[config.mk]
export PLATFORM = sky130hd
export DESIGN_NAME = gcm_iv_builder_flat
export DESIGN_NICKNAME = d
export VERILOG_FILES = /design/src/rtl/gcm_iv_builder_if.sv /design/src/rtl/gcm_iv_builder.sv /design/src/flat_wrapper.sv
export SDC_FILE = /design/constraint.sdc
export NUM_CORES = 1
export LEC_CHECK = 0
export CAP_MARGIN = 15
export CORE_MARGIN = 4
export CORE_UTILIZATION = 32
export CTS_CLUSTER_DIAMETER = 120
export DETAILED_ROUTE_END_ITERATION = 16
export SETUP_SLACK_MARGIN = 0.2
export SLEW_MARGIN = 20
export SYNTH_ARGS = -nofsm -noshare
export SYNTH_HDL_FRONTEND = slang
export SYNTH_SLANG_ARGS = --single-unit
[constraint.sdc]
create_clock -name clk -period 4 [get_ports clk]
set_input_delay 0.8 -clock clk [delete_from_list [all_inputs] [get_ports clk]]
set_output_delay 0.8 -clock clk [all_outputs]
set_load 0.02 [all_outputs]
[src/rtl/gcm_iv_builder_if.sv]
// gcm_iv_builder_if: seed request, LFSR control and IV/J0 handshake bundle.
// The slave modport is the builder; the master modport is its environment.
interface gcm_iv_builder_if;
   localparam int unsigned WORD_W = 16;
   localparam int unsigned IV_W   = 96;
   localparam int unsigned J0_W   = 128;
   localparam int unsigned CNT_W  = 32;
   localparam int unsigned REJ_W  = 16;

   logic              seed_valid;
   logic [WORD_W-1:0] seed;
   logic              seed_err;
   logic              rnd_go;
   logic [WORD_W-1:0] rnd_seed;
   logic [WORD_W-1:0] rnd_value;
   logic [IV_W-1:0]   iv;
   logic [J0_W-1:0]   j0;
   logic              iv_valid;
   logic              iv_ready;
   logic              exhausted;
   logic [CNT_W-1:0]  issued_count;
   logic [REJ_W-1:0]  reject_count;

   modport slave (
      input  seed_valid, seed, rnd_value, iv_ready,
      output seed_err, rnd_go, rnd_seed, iv, j0, iv_valid,
             exhausted, issued_count, reject_count
   );

   modport master (
      output seed_valid, seed, rnd_value, iv_ready,
      input  seed_err, rnd_go, rnd_seed, iv, j0, iv_valid,
             exhausted, issued_count, reject_count
   );
endinterface

[src/rtl/gcm_iv_builder.sv]
// gcm_iv_builder: seeds and runs the 16-bit LFSR, packs six words into a 96-bit GCM IV,
// filters zero/repeated IVs and issues IV + J0 over valid/ready with a per-seed limit.
module gcm_iv_builder #(
   parameter logic [31:0] MAX_IVS = 32'hFFFF_FFFF
) (
   input  logic            clk,
   input  logic            rst_n,
   gcm_iv_builder_if.slave bus
);
   localparam int unsigned WORD_W    = 16;
   localparam int unsigned IV_W      = 96;
   localparam int unsigned CNT_W     = 32;
   localparam int unsigned REJ_W     = 16;
   localparam int unsigned WIDX_W    = 3;
   localparam int unsigned NUM_WORDS = 6;
   localparam logic [WIDX_W-1:0] LAST_IDX = WIDX_W'(NUM_WORDS - 1);

   typedef enum logic [2:0] {
      S_UNSEEDED, S_RESTART, S_PRIME, S_FILL, S_CHECK, S_HOLD, S_EXHAUSTED
   } state_e;

   state_e              state_q, state_d;
   logic [WIDX_W-1:0]   word_idx_q, word_idx_d;
   logic [IV_W-1:0]     buf_q, buf_d;
   logic [IV_W-1:0]     iv_q, iv_d;
   logic [IV_W-1:0]     prev_q, prev_d;
   logic                j0_lsb_q, j0_lsb_d;
   logic                iv_valid_q, iv_valid_d;
   logic                exhausted_q, exhausted_d;
   logic [CNT_W-1:0]    issued_q, issued_d;
   logic [REJ_W-1:0]    reject_q, reject_d;
   logic                seed_err_q, seed_err_d;
   logic                rnd_go_q, rnd_go_d;
   logic [WORD_W-1:0]   rnd_seed_q, rnd_seed_d;
   logic                pend_q, pend_d;
   logic [WORD_W-1:0]   pend_seed_q, pend_seed_d;

   logic                seed_ok_c;
   logic                accept_c;
   logic                cand_bad_c;
   logic [CNT_W-1:0]    issued_inc_c;

   assign seed_ok_c    = bus.seed_valid && (bus.seed != '0);
   assign accept_c     = iv_valid_q && bus.iv_ready;
   assign cand_bad_c   = (buf_q == '0) || (buf_q == prev_q);
   assign issued_inc_c = issued_q + CNT_W'(1);

   // State register
   always_ff @(posedge clk or negedge rst_n) begin
      if (!rst_n) state_q <= S_UNSEEDED;
      else        state_q <= state_d;
   end

   // Next-state logic; a valid seed restarts from every state except HOLD
   always_comb begin
      state_d = state_q;
      case (state_q)
         S_UNSEEDED, S_EXHAUSTED: if (seed_ok_c) state_d = S_RESTART;
         S_RESTART: state_d = seed_ok_c ? S_RESTART : S_PRIME;
         S_PRIME:   state_d = seed_ok_c ? S_RESTART : S_FILL;
         S_FILL: begin
            if (seed_ok_c)                    state_d = S_RESTART;
            else if (word_idx_q == LAST_IDX)  state_d = S_CHECK;
         end
         S_CHECK: begin
            if (seed_ok_c)       state_d = S_RESTART;
            else if (cand_bad_c) state_d = S_FILL;
            else                 state_d = S_HOLD;
         end
         S_HOLD: begin
            if (accept_c) begin
               if (seed_ok_c || pend_q)          state_d = S_RESTART;
               else if (issued_inc_c == MAX_IVS) state_d = S_EXHAUSTED;
               else                              state_d = S_FILL;
            end
         end
         default: state_d = S_UNSEEDED;
      endcase
   end

   // Output / datapath next values
   always_comb begin
      word_idx_d  = word_idx_q;
      buf_d       = buf_q;
      iv_d        = iv_q;
      prev_d      = prev_q;
      j0_lsb_d    = j0_lsb_q;
      iv_valid_d  = iv_valid_q;
      exhausted_d = exhausted_q;
      issued_d    = issued_q;
      reject_d    = reject_q;
      rnd_seed_d  = rnd_seed_q;
      pend_d      = pend_q;
      pend_seed_d = pend_seed_q;
      seed_err_d  = bus.seed_valid && (bus.seed == '0);
      rnd_go_d    = !(state_d inside {S_UNSEEDED, S_RESTART, S_EXHAUSTED});

      if (seed_ok_c && (state_q != S_HOLD)) begin
         rnd_seed_d  = bus.seed;
         issued_d    = '0;
         exhausted_d = 1'b0;
         word_idx_d  = '0;
      end

      case (state_q)
         S_FILL: begin
            // Shift-in leaves the first captured word in the top 16 bits after six captures
            if (!seed_ok_c) begin
               buf_d      = {buf_q[IV_W-WORD_W-1:0], bus.rnd_value};
               word_idx_d = (word_idx_q == LAST_IDX) ? '0 : word_idx_q + WIDX_W'(1);
            end
         end
         S_CHECK: begin
            if (!seed_ok_c) begin
               if (cand_bad_c) begin
                  if (reject_q != '1) reject_d = reject_q + REJ_W'(1);
               end else begin
                  prev_d     = buf_q;
                  iv_d       = buf_q;
                  j0_lsb_d   = 1'b1;
                  iv_valid_d = 1'b1;
               end
            end
         end
         S_HOLD: begin
            if (seed_ok_c) begin
               pend_d      = 1'b1;
               pend_seed_d = bus.seed;
            end
            // A pending seed takes effect on release and starts a fresh issue budget
            if (accept_c) begin
               iv_valid_d = 1'b0;
               word_idx_d = '0;
               if (seed_ok_c || pend_q) begin
                  rnd_seed_d  = seed_ok_c ? bus.seed : pend_seed_q;
                  issued_d    = '0;
                  exhausted_d = 1'b0;
                  pend_d      = 1'b0;
               end else begin
                  issued_d = issued_inc_c;
                  if (issued_inc_c == MAX_IVS) exhausted_d = 1'b1;
               end
            end
         end
         default: ;
      endcase
   end

   // Datapath registers
   always_ff @(posedge clk or negedge rst_n) begin
      if (!rst_n) begin
         word_idx_q  <= '0;
         buf_q       <= '0;
         iv_q        <= '0;
         prev_q      <= '0;
         j0_lsb_q    <= 1'b0;
         iv_valid_q  <= 1'b0;
         exhausted_q <= 1'b0;
         issued_q    <= '0;
         reject_q    <= '0;
         seed_err_q  <= 1'b0;
         rnd_go_q    <= 1'b0;
         rnd_seed_q  <= '0;
         pend_q      <= 1'b0;
         pend_seed_q <= '0;
      end else begin
         word_idx_q  <= word_idx_d;
         buf_q       <= buf_d;
         iv_q        <= iv_d;
         prev_q      <= prev_d;
         j0_lsb_q    <= j0_lsb_d;
         iv_valid_q  <= iv_valid_d;
         exhausted_q <= exhausted_d;
         issued_q    <= issued_d;
         reject_q    <= reject_d;
         seed_err_q  <= seed_err_d;
         rnd_go_q    <= rnd_go_d;
         rnd_seed_q  <= rnd_seed_d;
         pend_q      <= pend_d;
         pend_seed_q <= pend_seed_d;
      end
   end

   assign bus.seed_err     = seed_err_q;
   assign bus.rnd_go       = rnd_go_q;
   assign bus.rnd_seed     = rnd_seed_q;
   assign bus.iv           = iv_q;
   assign bus.j0           = {iv_q, 31'b0, j0_lsb_q};
   assign bus.iv_valid     = iv_valid_q;
   assign bus.exhausted    = exhausted_q;
   assign bus.issued_count = issued_q;
   assign bus.reject_count = reject_q;
endmodule
[src/flat_wrapper.sv]
// flat-port wrapper written by rule: the top's interface ports become plain ports
module gcm_iv_builder_flat 
#(
   parameter logic [31:0] MAX_IVS = 32'hFFFF_FFFF
)
  (clk, rst_n, bus_seed_valid, bus_seed, bus_rnd_value, bus_iv_ready, bus_seed_err, bus_rnd_go, bus_rnd_seed, bus_iv, bus_j0, bus_iv_valid, bus_exhausted, bus_issued_count, bus_reject_count);
  gcm_iv_builder_if bus_i ();
  input  logic clk;
  input  logic rst_n;
  input wire logic [$bits(bus_i.seed_valid)-1:0] bus_seed_valid;
  input wire logic [$bits(bus_i.seed)-1:0] bus_seed;
  input wire logic [$bits(bus_i.rnd_value)-1:0] bus_rnd_value;
  input wire logic [$bits(bus_i.iv_ready)-1:0] bus_iv_ready;
  output wire logic [$bits(bus_i.seed_err)-1:0] bus_seed_err;
  output wire logic [$bits(bus_i.rnd_go)-1:0] bus_rnd_go;
  output wire logic [$bits(bus_i.rnd_seed)-1:0] bus_rnd_seed;
  output wire logic [$bits(bus_i.iv)-1:0] bus_iv;
  output wire logic [$bits(bus_i.j0)-1:0] bus_j0;
  output wire logic [$bits(bus_i.iv_valid)-1:0] bus_iv_valid;
  output wire logic [$bits(bus_i.exhausted)-1:0] bus_exhausted;
  output wire logic [$bits(bus_i.issued_count)-1:0] bus_issued_count;
  output wire logic [$bits(bus_i.reject_count)-1:0] bus_reject_count;
  assign bus_i.seed_valid = bus_seed_valid;
  assign bus_i.seed = bus_seed;
  assign bus_i.rnd_value = bus_rnd_value;
  assign bus_i.iv_ready = bus_iv_ready;
  assign bus_seed_err = bus_i.seed_err;
  assign bus_rnd_go = bus_i.rnd_go;
  assign bus_rnd_seed = bus_i.rnd_seed;
  assign bus_iv = bus_i.iv;
  assign bus_j0 = bus_i.j0;
  assign bus_iv_valid = bus_i.iv_valid;
  assign bus_exhausted = bus_i.exhausted;
  assign bus_issued_count = bus_i.issued_count;
  assign bus_reject_count = bus_i.reject_count;
  gcm_iv_builder #(.MAX_IVS(MAX_IVS)) u_core (.clk(clk), .rst_n(rst_n), .bus(bus_i));
endmodule
# Word level (Yosys, flattened, before mapping)
# Index checks and enable logic that the tools add are counted.
[classes]
addsub = 3
multipliers = 0
div = 0
magnitude_cmp = 0
n_eq_ne = 16
shift = 0
mux = 37
bitwise_logic = 2
n_reduce_logical = 19
[ops]
columns = ["op", "n"]
rows = [
  ["$mux W32", 4],
  ["$eq A96 B96 Y1", 1],
  ["$logic_not A96 Y1", 1],
  ["$mux W16", 5],
  ["$mux W3", 12],
  ["$add A32 B1 Y32 const B", 1],
  ["$eq A32 B32 Y1 const B", 1],
  ["$pmux W3 S6", 1],
  ["$add A16 B1 Y16 const B", 1],
  ["$logic_not A16 Y1", 1],
  ["$ne A16 B16 Y1 const B", 1],
  ["$reduce_bool A16 Y1", 1],
  ["$eq A3 B3 Y1 const B", 5],
  ["$mux W1", 11],
  ["$reduce_and A4 Y1", 2],
  ["$eq A3 B1 Y1 const B", 2],
  ["$eq A3 B2 Y1 const B", 2],
  ["$logic_not A3 Y1", 2],
  ["$pmux W3 S2", 1],
  ["$logic_and A1 B1 Y1", 4],
  ["$mux W2", 2],
  ["$ne A2 B2 Y1 const B", 2],
  ["$add A3 B1 Y3 const B", 1],
  ["$ne A3 B3 Y1 const B", 1],
  ["other kinds (10)", 12],
]
[word_totals]
reg_bits = 284
latch_bits = 0
ram_bits = 0
romBits = 0
output_inout_bits = 292
elab_cells = 91
memories = 0

# Logic depth before layout (Yosys ltp)
# Gate-level depths: netlist of run 1.
[logic_depth]
word_depth = 9
mapped_depth = 10
mapped_depth_nobuf = 9

# Least setup slack after synthesis of run 1
# No wires, ideal clock.
[synth_path]
kind = "input to register"
start = "in bus_seed[10]"
end = "reg u_core.iv_q[76], in the netlist u_core.bus.iv[76]"
setup_time_ns = 0.125
arrival_ns = 2.735
t_required_ns = 3.875
path_slack_ns = 1.140
stages = 8
n_path_buf = 3
path_cell_list = "nor4_1 > nand4_1 > and2_1 > clkbuf_1 > nor4_4 > buf_2 > buf_2 > mux2_2"
[synth_between]
elab_chain_cells = 4
[synth_lines]
columns = ["element", "line", "rtl"]
rows = [
  ["start: declaration", "flat_wrapper.sv:11", "input wire logic [$bits(bus_i.seed)-1:0] bus_seed;"],
  ["$reduce_bool A16 Y1", "gcm_iv_builder.sv:43", "assign seed_ok_c = bus.seed_valid && (bus.seed != '0);"],
  ["$logic_and A1 B1 Y1", "gcm_iv_builder.sv:43", ""],
  ["$not A1 Y1 (no source line)", "--", ""],
  ["$reduce_and A3 Y1 (no source line)", "--", ""],
  ["end signal: assignment", "gcm_iv_builder.sv:169", "iv_q <= iv_d;"],
  ["end: declaration", "gcm_iv_builder.sv:25", "logic [IV_W-1:0] iv_q, iv_d;"],
]
# No other way between the ends.
# A chain may end at the register's enable or synchronous reset.

# Final worst setup path of run 1
[layout_path]
start = "reg u_core.buf_q[63]"
end = "reg u_core.reject_q[7], in the netlist u_core.bus.reject_count[7]"
[layout_between]
elab_chain_cells = 3
word_cells_on_any_way = 4
[layout_lines]
columns = ["element", "line", "rtl"]
rows = [
  ["start: declaration", "gcm_iv_builder.sv:24", "logic [IV_W-1:0] buf_q, buf_d;"],
  ["start signal: assignment", "gcm_iv_builder.sv:168", "buf_q <= buf_d;"],
  ["$eq A96 B96 Y1 / $logic_not A96 Y1 (equally long branches)", "gcm_iv_builder.sv:45", "assign cand_bad_c = (buf_q == '0) || (buf_q == prev_q);"],
  ["$logic_or A1 B1 Y1 *", "gcm_iv_builder.sv:45", ""],
  ["$reduce_and A4 Y1 (no source line) *", "--", ""],
  ["end signal: assignment", "gcm_iv_builder.sv:175", "reject_q <= reject_d;"],
  ["end: declaration", "gcm_iv_builder.sv:31", "logic [REJ_W-1:0] reject_q, reject_d;"],
]
# Mark *: on every way between the ends. The rest lies on a longest branch, timed or not.

==> results of run 1 <==
synthesized netlist by cell type, drive strengths merged (3+ instances only):
| library cell | instances |
|---|---|
| clkbuf | 30 |
| xnor2 | 70 |
| nand2b | 5 |
| nand3 | 26 |
| a31oi | 4 |
| dfrtp | 284 |
| a21oi | 14 |
| a21o | 8 |
| and3 | 9 |
| xor2 | 52 |
| nand4 | 34 |
| mux2 | 209 |
| nor4 | 49 |
| o22ai | 16 |
| o41ai | 5 |
| nand2 | 52 |
| nor3 | 13 |
| ha | 3 |
| inv | 13 |
| o31ai | 15 |
| or4 | 3 |
| buf | 140 |
| nor2 | 76 |
| o21ai | 41 |
state kept, by name, summed over array words and instances, names as in the netlist, 3 cells and up:
name and cells:
u_core.bus.reject_count 16, u_core.bus.issued_count 32, u_core.bus.iv 96, u_core.word_idx_q 3, u_core.bus.rnd_seed 16, u_core.state_q 3
u_core.pend_seed_q 16, u_core.buf_q 96
layer usage:
metal,track usage [%],vias up,wire length [um]
li1,-,4496,-
met1,22.2,4957,17800
met2,26.5,268,18700
met3,3.49,44,2110
met4,3.84,0,797
met5,0,-,0
path summary, 6_finish.rpt:
| kind | startpoint | endpoint | depth (start not counted) |
|---|---|---|---|
| worst max-delay path | u_core.buf_q[63]$_DFFE_PN0P_ | u_core.bus.reject_count[7]$_DFFE_PN0P_ | 10 |
| worst min-delay path | rst_n | u_core.buf_q[12]$_DFFE_PN0P_ | 1 |
| worst max register to register | u_core.buf_q[63]$_DFFE_PN0P_ | u_core.bus.reject_count[7]$_DFFE_PN0P_ | 10 |
| worst min register to register | u_core.j0_lsb_q$_DFFE_PN0P_ | u_core.j0_lsb_q$_DFFE_PN0P_ | 1 |
| max in group asynchronous | rst_n | u_core.bus.issued_count[23]$_DFF_PN0_ | 2 |
| min in group clk | u_core.j0_lsb_q$_DFFE_PN0P_ | u_core.j0_lsb_q$_DFFE_PN0P_ | 1 |
power groups by stage:
stage	registers [mW]	logic, mW	clock network (mW)
after floorplan	3.86	0.968	0
after global placement	4.17	1.36	0
after detailed placement	4.19	1.38	0
after CTS	4.14	1.39	3.21
after global routing	4.22	1.50	3.32
final	4.15	1.37	3.13
metrics by stage:
step	setup WS (ns)	total power [mW]	cells	area, um2	utilization (%)
2_1_floorplan	1.14	4.82	1226	14100	-
3_3_place_gp	0.473	5.53	1952	16900	39.1
3_5_place_dp	0.416	5.56	1952	16900	39.1
4_1_cts	0.573	8.74	2011	18000	41.7
5_1_grt	0.376	9.05	2011	18000	41.7
6_report	0.462	8.65	2011	18000	41.7
layout make-up:
| type | count | area, um2 | share of cell area, % |
|---|---|---|---|
| Clock buffer | 48 | 975 | 5.41 |
| Clock inverter | 11 | 163 | 0.903 |
| Inverter | 13 | 48.8 | 0.271 |
| Multi-Input combinational cell | 759 | 5830 | 32.4 |
| Sequential cell | 284 | 7110 | 39.5 |
| Tap cell | 585 | 732 | 4.06 |
| Timing Repair Buffer | 311 | 3160 | 17.5 |
cells by family (layout without fill, tap and decap cells):
logic type / count (synthesis) / in the layout / synth area share (%)
AOI/OAI and AO/OA: 117 / 117 / 5.31
xor gates and xnor gates: 122 / 122 / 7.68
adders and majority gates: 3 / 3 / 0.268
buffers and inverters: 183 / 383 / 8.48
DFF: 284 / 284 / 50.7
muxes: 209 / 209 / 16.8
other: 1 / 31 / 0.0268
and+or+nand+nor: 277 / 277 / 10.7
critical path: cells and delay by family, from the launching register on:
kind | cells | cell delay [ns]
AOI/OAI and AO/OA | 2 | 0.46
buffers and inverters | 2 | 0.44
DFF | 1 | 0.43
and+or+nand+nor | 4 | 1.47
xor gates and xnor gates | 2 | 0.66
==> flow_summary_export.csv, run 1 <==
group,metric,value,unit
worst_setup_path,critPathLaunchType,"flop",
flow_run,cap_viol_max_count,0,
routing,ant_nets,0,
power_and_ir_drop,swShare,30.7,%
routing,drtIter0Drc,473,
worst_setup_path,critPathKind,"reg -> reg",
worst_setup_path,worstPathArrival,3.97,ns
floorplan,die-area,0.0472,mm2
clock_network,post_cts_buffers,0,
logic_synthesis,ys_seq_elements,284,
logic_synthesis,ys_warn_count,0,
worst_setup_path,cp_slowest_stage_delay,0.56,ns
power_and_ir_drop,combPwrFrac,15.8,%
final_layout,final_common_cell,"clkdlybuf4s50_1",
power_and_ir_drop,internal-power,6.00,mW
clock_network,path_clk_slew,0.06,ns
final_layout,num_antenna_cells,0,
timing,drv_slew,0,
worst_setup_path,cp-end-kind,"flop",
logic_synthesis,synth_seq_area_share,50.7,%
clock_network,worstSkewPairLatency,0.52,ns
power_and_ir_drop,ir_drop,0.286,mV
clock_network,cts_tree,"built",
grt,grt_start_max_net_pins,99,
final_layout,area.growth.synth_to_final,28.6,%
routing,vias_per_cell,4.86,
clock_network,cts-root-buf,"clkbuf_16",
power_and_ir_drop,power_density,480,mW/mm2
routing,wirelength,39400,um
clock_network,cts_hold_buffers,0,
grt,grt_antenna_before_repair,0,
final_layout,fin_nets,1442,
timing,worstMarginPinSlew,0.787,ns
floorplan,row_count,76,
placed_design,port_buffers,296,
floorplan,die_h,217,um
worst_setup_path,crit_path_cell_trace,"xnor2_1 > nand4_1 > nor4_1 > nand4_1 > o31ai_2 > buf_4 > o211ai_1 > buf_4 > nor4_1 > xor2_1",
timing,hold_viol_final,0,
timing,max_freq,283,MHz
logic_synthesis,synthDistinctLibCells,57,
logic_synthesis,synthFlopType,"dfrtp_1",
grt,grt_pass1_wl,60600,um
timing,setup_violations,0,
final_layout,final_cell_mix,"clkdlybuf4s50_1 (295), dfrtp_1 (284), mux2_2 (207)",
clock_network,cts_buffers,34,
floorplan,floorplan.initialDensity,32.4,%
logic_synthesis,synth_top_area_share,50.7,%
logic_synthesis,synth_edf_count,0,
grt,grt_overflow_total,0,
timing,period_share,88.5,%
timing,setup-tns-final,0,ns
routing,vias,9765,
worst_setup_path,crit_fanout,16,
floorplan,core,0.0432,mm2
final_layout,drive_above_1_share,20.8,%
logic_synthesis,synth_area_leaders,"dfrtp_1 (51%), mux2_2 (17%), buf_4 (7.0%), xnor2_1 (4.4%), xor2_1 (3.2%)",
placed_design,gp_congestion,0.848,
logic_synthesis,synth.largest_area_cell,"dfrtp_1",
clock_network,cts.path.max_buffers,3,
timing,rsz0062_at_grt,"no",
power_and_ir_drop,total_leakage_power,7.70,nW
routing,wire_per_inst,19.6,um
clock_network,cts_sinks,284,
worst_setup_path,cp.required,4.43,ns
timing,layout_min_cycle_time,3.54,ns
logic_synthesis,synth_area_per_cell,11.7,um2
worst_setup_path,slowest_stage,"nor4_1",
worst_setup_path,rrSetupSlack,0.46,ns
grt,grt_use_total,16.2,%
floorplan,io-pin-count,328,
grt,grt_pass1_vias,9959,
power_and_ir_drop,seqPwrFrac,48.0,%
clock_network,htreeDepth,2,
timing,finalClockSkew,0.0254,ns
status,status,"finished, final reports clean",
timing,slew_headroom,46.2,%
routing,firstDrtPassIters,4,
power_and_ir_drop,clkPwrFrac,36.2,%
placed_design,dpl.hpwl,29200,um
logic_synthesis,syn_inst,1196,
logic_synthesis,synthArstFlopShare,100,%
logic_synthesis,synthesis.area,0.0140,mm2
worst_hold_path,hold_path_class,"in -> async",
routing,drc_errors,0,
final_layout,fillers,4143,
power_and_ir_drop,p_sw,2.65,mW
timing,whs,0.250,ns
clock_network,cts-resized-gates,0,
floorplan,die_w,217,um
Note: power is estimated with default switching activity, not from simulation.
==> inputs of run 2 (changes only) <==
- SLEW_MARGIN: 20 -> 5
==> results of run 2 <==
Same layout as run 1: the final DEF is identical, and so are final timing and power.
==> inputs of run 3 (changes only) <==
- CORE_UTILIZATION: 32 -> 53
- PLACE_DENSITY: not set -> 0.84
- clock period: 4 -> 4.4 ns (I/O delays scaled with it)
==> flow_summary_export.csv, run 3 (synthesis results as in run 1) <==
group,metric,value,unit
worst_setup_path,rrSetupSlack,0.81,ns
timing,rsz0062_at_grt,"no",
final_layout,area.growth.synth_to_final,25.7,%
clock_network,cts-resized-gates,0,
placed_design,dpl.hpwl,26200,um
flow_run,cap_viol_max_count,0,
clock_network,cts.path.max_buffers,3,
routing,drc_errors,0,
worst_setup_path,reg2regPathDepth,9,
worst_setup_path,critPathKind,"reg -> reg",
routing,firstDrtPassIters,5,
worst_setup_path,worstPathArrival,4.05,ns
timing,max_freq,279,MHz
routing,wire_per_inst,20.9,um
floorplan,die-area,0.0291,mm2
final_layout,drive_above_1_share,20.7,%
timing,hold_viol_final,0,
floorplan,die_h,171,um
final_layout,final_common_cell,"clkdlybuf4s50_1",
routing,vias_per_cell,5.75,
routing,wirelength,36600,um
placed_design,place_ws,0.738,ns
worst_setup_path,r2r_start,"u_core.buf_q[63]$_DFFE_PN0P_",
worst_setup_path,rr_endpoint,"u_core.bus.reject_count[7]$_DFFE_PN0P_",
timing,setup_violations,0,
final_layout,fin_nets,1436,
timing,period_share,81.5,%
grt,grt_use_total,24.4,%
timing,finalClockSkew,0.0213,ns
clock_network,htreeDepth,1,
worst_setup_path,worst-path-stages,9,
floorplan,core,0.0261,mm2
grt,grt_pass1_wl,56700,um
grt,grt_antenna_before_repair,0,
worst_setup_path,cp-end-kind,"flop",
worst_setup_path,crit_path_cell_trace,"xnor2_1 > nand4_1 > nor4_1 > nand4_1 > o31ai_2 > o211ai_1 > buf_4 > nor4_1 > xor2_1",
timing,final.setup.worst_slack,0.815,ns
worst_setup_path,crit_buf_inv,1,
worst_hold_path,hold_path_class,"in -> async",
timing,setup-tns-final,0,ns
clock_network,cts_hold_buffers,0,
routing,ant_nets,0,
worst_setup_path,cpLargestDelayFamily,"simple AND/OR/NAND/NOR gates",
placed_design,port_buffers,296,
worst_setup_path,crit_end,"u_core.bus.reject_count[7]$_DFFE_PN0P_",
clock_network,cts_buffers,30,
floorplan,row_count,59,
power_and_ir_drop,ir_drop,0.550,mV
power_and_ir_drop,total_leakage_power,7.66,nW
floorplan,die_w,171,um
status,status,"finished, final reports clean",
timing,worstMarginPinSlew,0.903,ns
final_layout,final_cell_mix,"clkdlybuf4s50_1 (295), dfrtp_1 (284), mux2_2 (207)",
floorplan,io-pin-count,328,
routing,drtIter0Drc,862,
final_layout,num_antenna_cells,0,
worst_setup_path,critPathLaunchType,"flop",
clock_network,cts_tree,"built",
timing,drv_slew,0,
grt,grt_overflow_total,0,
timing,layout_min_cycle_time,3.59,ns
worst_setup_path,critPathLaunch,"u_core.buf_q[63]$_DFFE_PN0P_",
worst_setup_path,cp.required,4.86,ns
worst_setup_path,cp_slowest_stage_delay,0.63,ns
grt,grt_start_max_net_pins,116,
power_and_ir_drop,power_density,439,mW/mm2
placed_design,placed_area,0.0165,mm2
clock_network,cts-root-buf,"clkbuf_16",
worst_setup_path,slowest_stage,"o31ai_2",
clock_network,cts_sinks,284,
floorplan,floorplan.initialDensity,53.8,%
final_layout,stdcell_area,0.0176,mm2
grt,grt_pass1_vias,10000,
final_layout,fillers,1893,
timing,slew_headroom,39.8,%
worst_setup_path,crit_fanout,16,
clock_network,worstSkewPairLatency,0.55,ns
clock_network,post_cts_buffers,0,
routing,vias,10100,
placed_design,gp_congestion,0.909,
clock_network,path_clk_slew,0.06,ns
run 3: area by class of cell:
cell class	instances	area, um2	share of cell area, %
sequential	284	7110	40.4
multi-input combinational	759	5830	33.1
timing repair buffer	309	3120	17.7
clock buffer	45	918	5.22
tap	335	419	2.38
clock inverter	11	164	0.931
inverter	13	48.8	0.277
run 3: routing by layer:
layer | up-vias | routed length [um] | global-route usage, %
li1 | 4493 | - | -
met1 | 5113 | 15500 | 34.5
met2 | 417 | 17600 | 39.2
met3 | 70 | 2600 | 4.46
met4 | 0 | 1010 | 6.77
met5 | - | 0 | 0
run 3: worst min-delay path by stage:
stage | startpoint | to | slack [ns] | cells past startpoint
final | rst_n | u_core.bus.iv[81]$_DFFE_PN0P_ | 0.37 | 1
after global placement | u_core.j0_lsb_q$_DFFE_PN0P_ | u_core.j0_lsb_q$_DFFE_PN0P_ | 0.46 | 1
after CTS | rst_n | u_core.bus.iv[70]$_DFFE_PN0P_ | 0.44 | 1
after global routing | rst_n | u_core.bus.iv[79]$_DFFE_PN0P_ | 0.46 | 1
after floorplan | u_core.j0_lsb_q$_DFFE_PN0P_ | u_core.j0_lsb_q$_DFFE_PN0P_ | 0.44 | 1
after detailed placement | u_core.j0_lsb_q$_DFFE_PN0P_ | u_core.j0_lsb_q$_DFFE_PN0P_ | 0.47 | 1
run 3: per-stage QoR:
stage / std cells / total power, mW / hold slack (ns) / util [%]
floorplan: 1226 / 4.39 / 0.441 / -
global placement: 1700 / 4.94 / 0.463 / 63.4
detailed placement: 1700 / 5.00 / 0.474 / 63.4
CTS: 1756 / 7.74 / 0.443 / 67.5
global route: 1756 / 8.03 / 0.460 / 67.5
finish: 1756 / 7.73 / 0.367 / 67.5
run 3: where the power goes:
group / internal [mW] / total, mW / switching, mW
sequential: 3.04 / 3.79 / 0.752
clock: 1.67 / 2.70 / 1.03
combinational: 0.685 / 1.24 / 0.551
total: 5.39 / 7.73 / 2.33
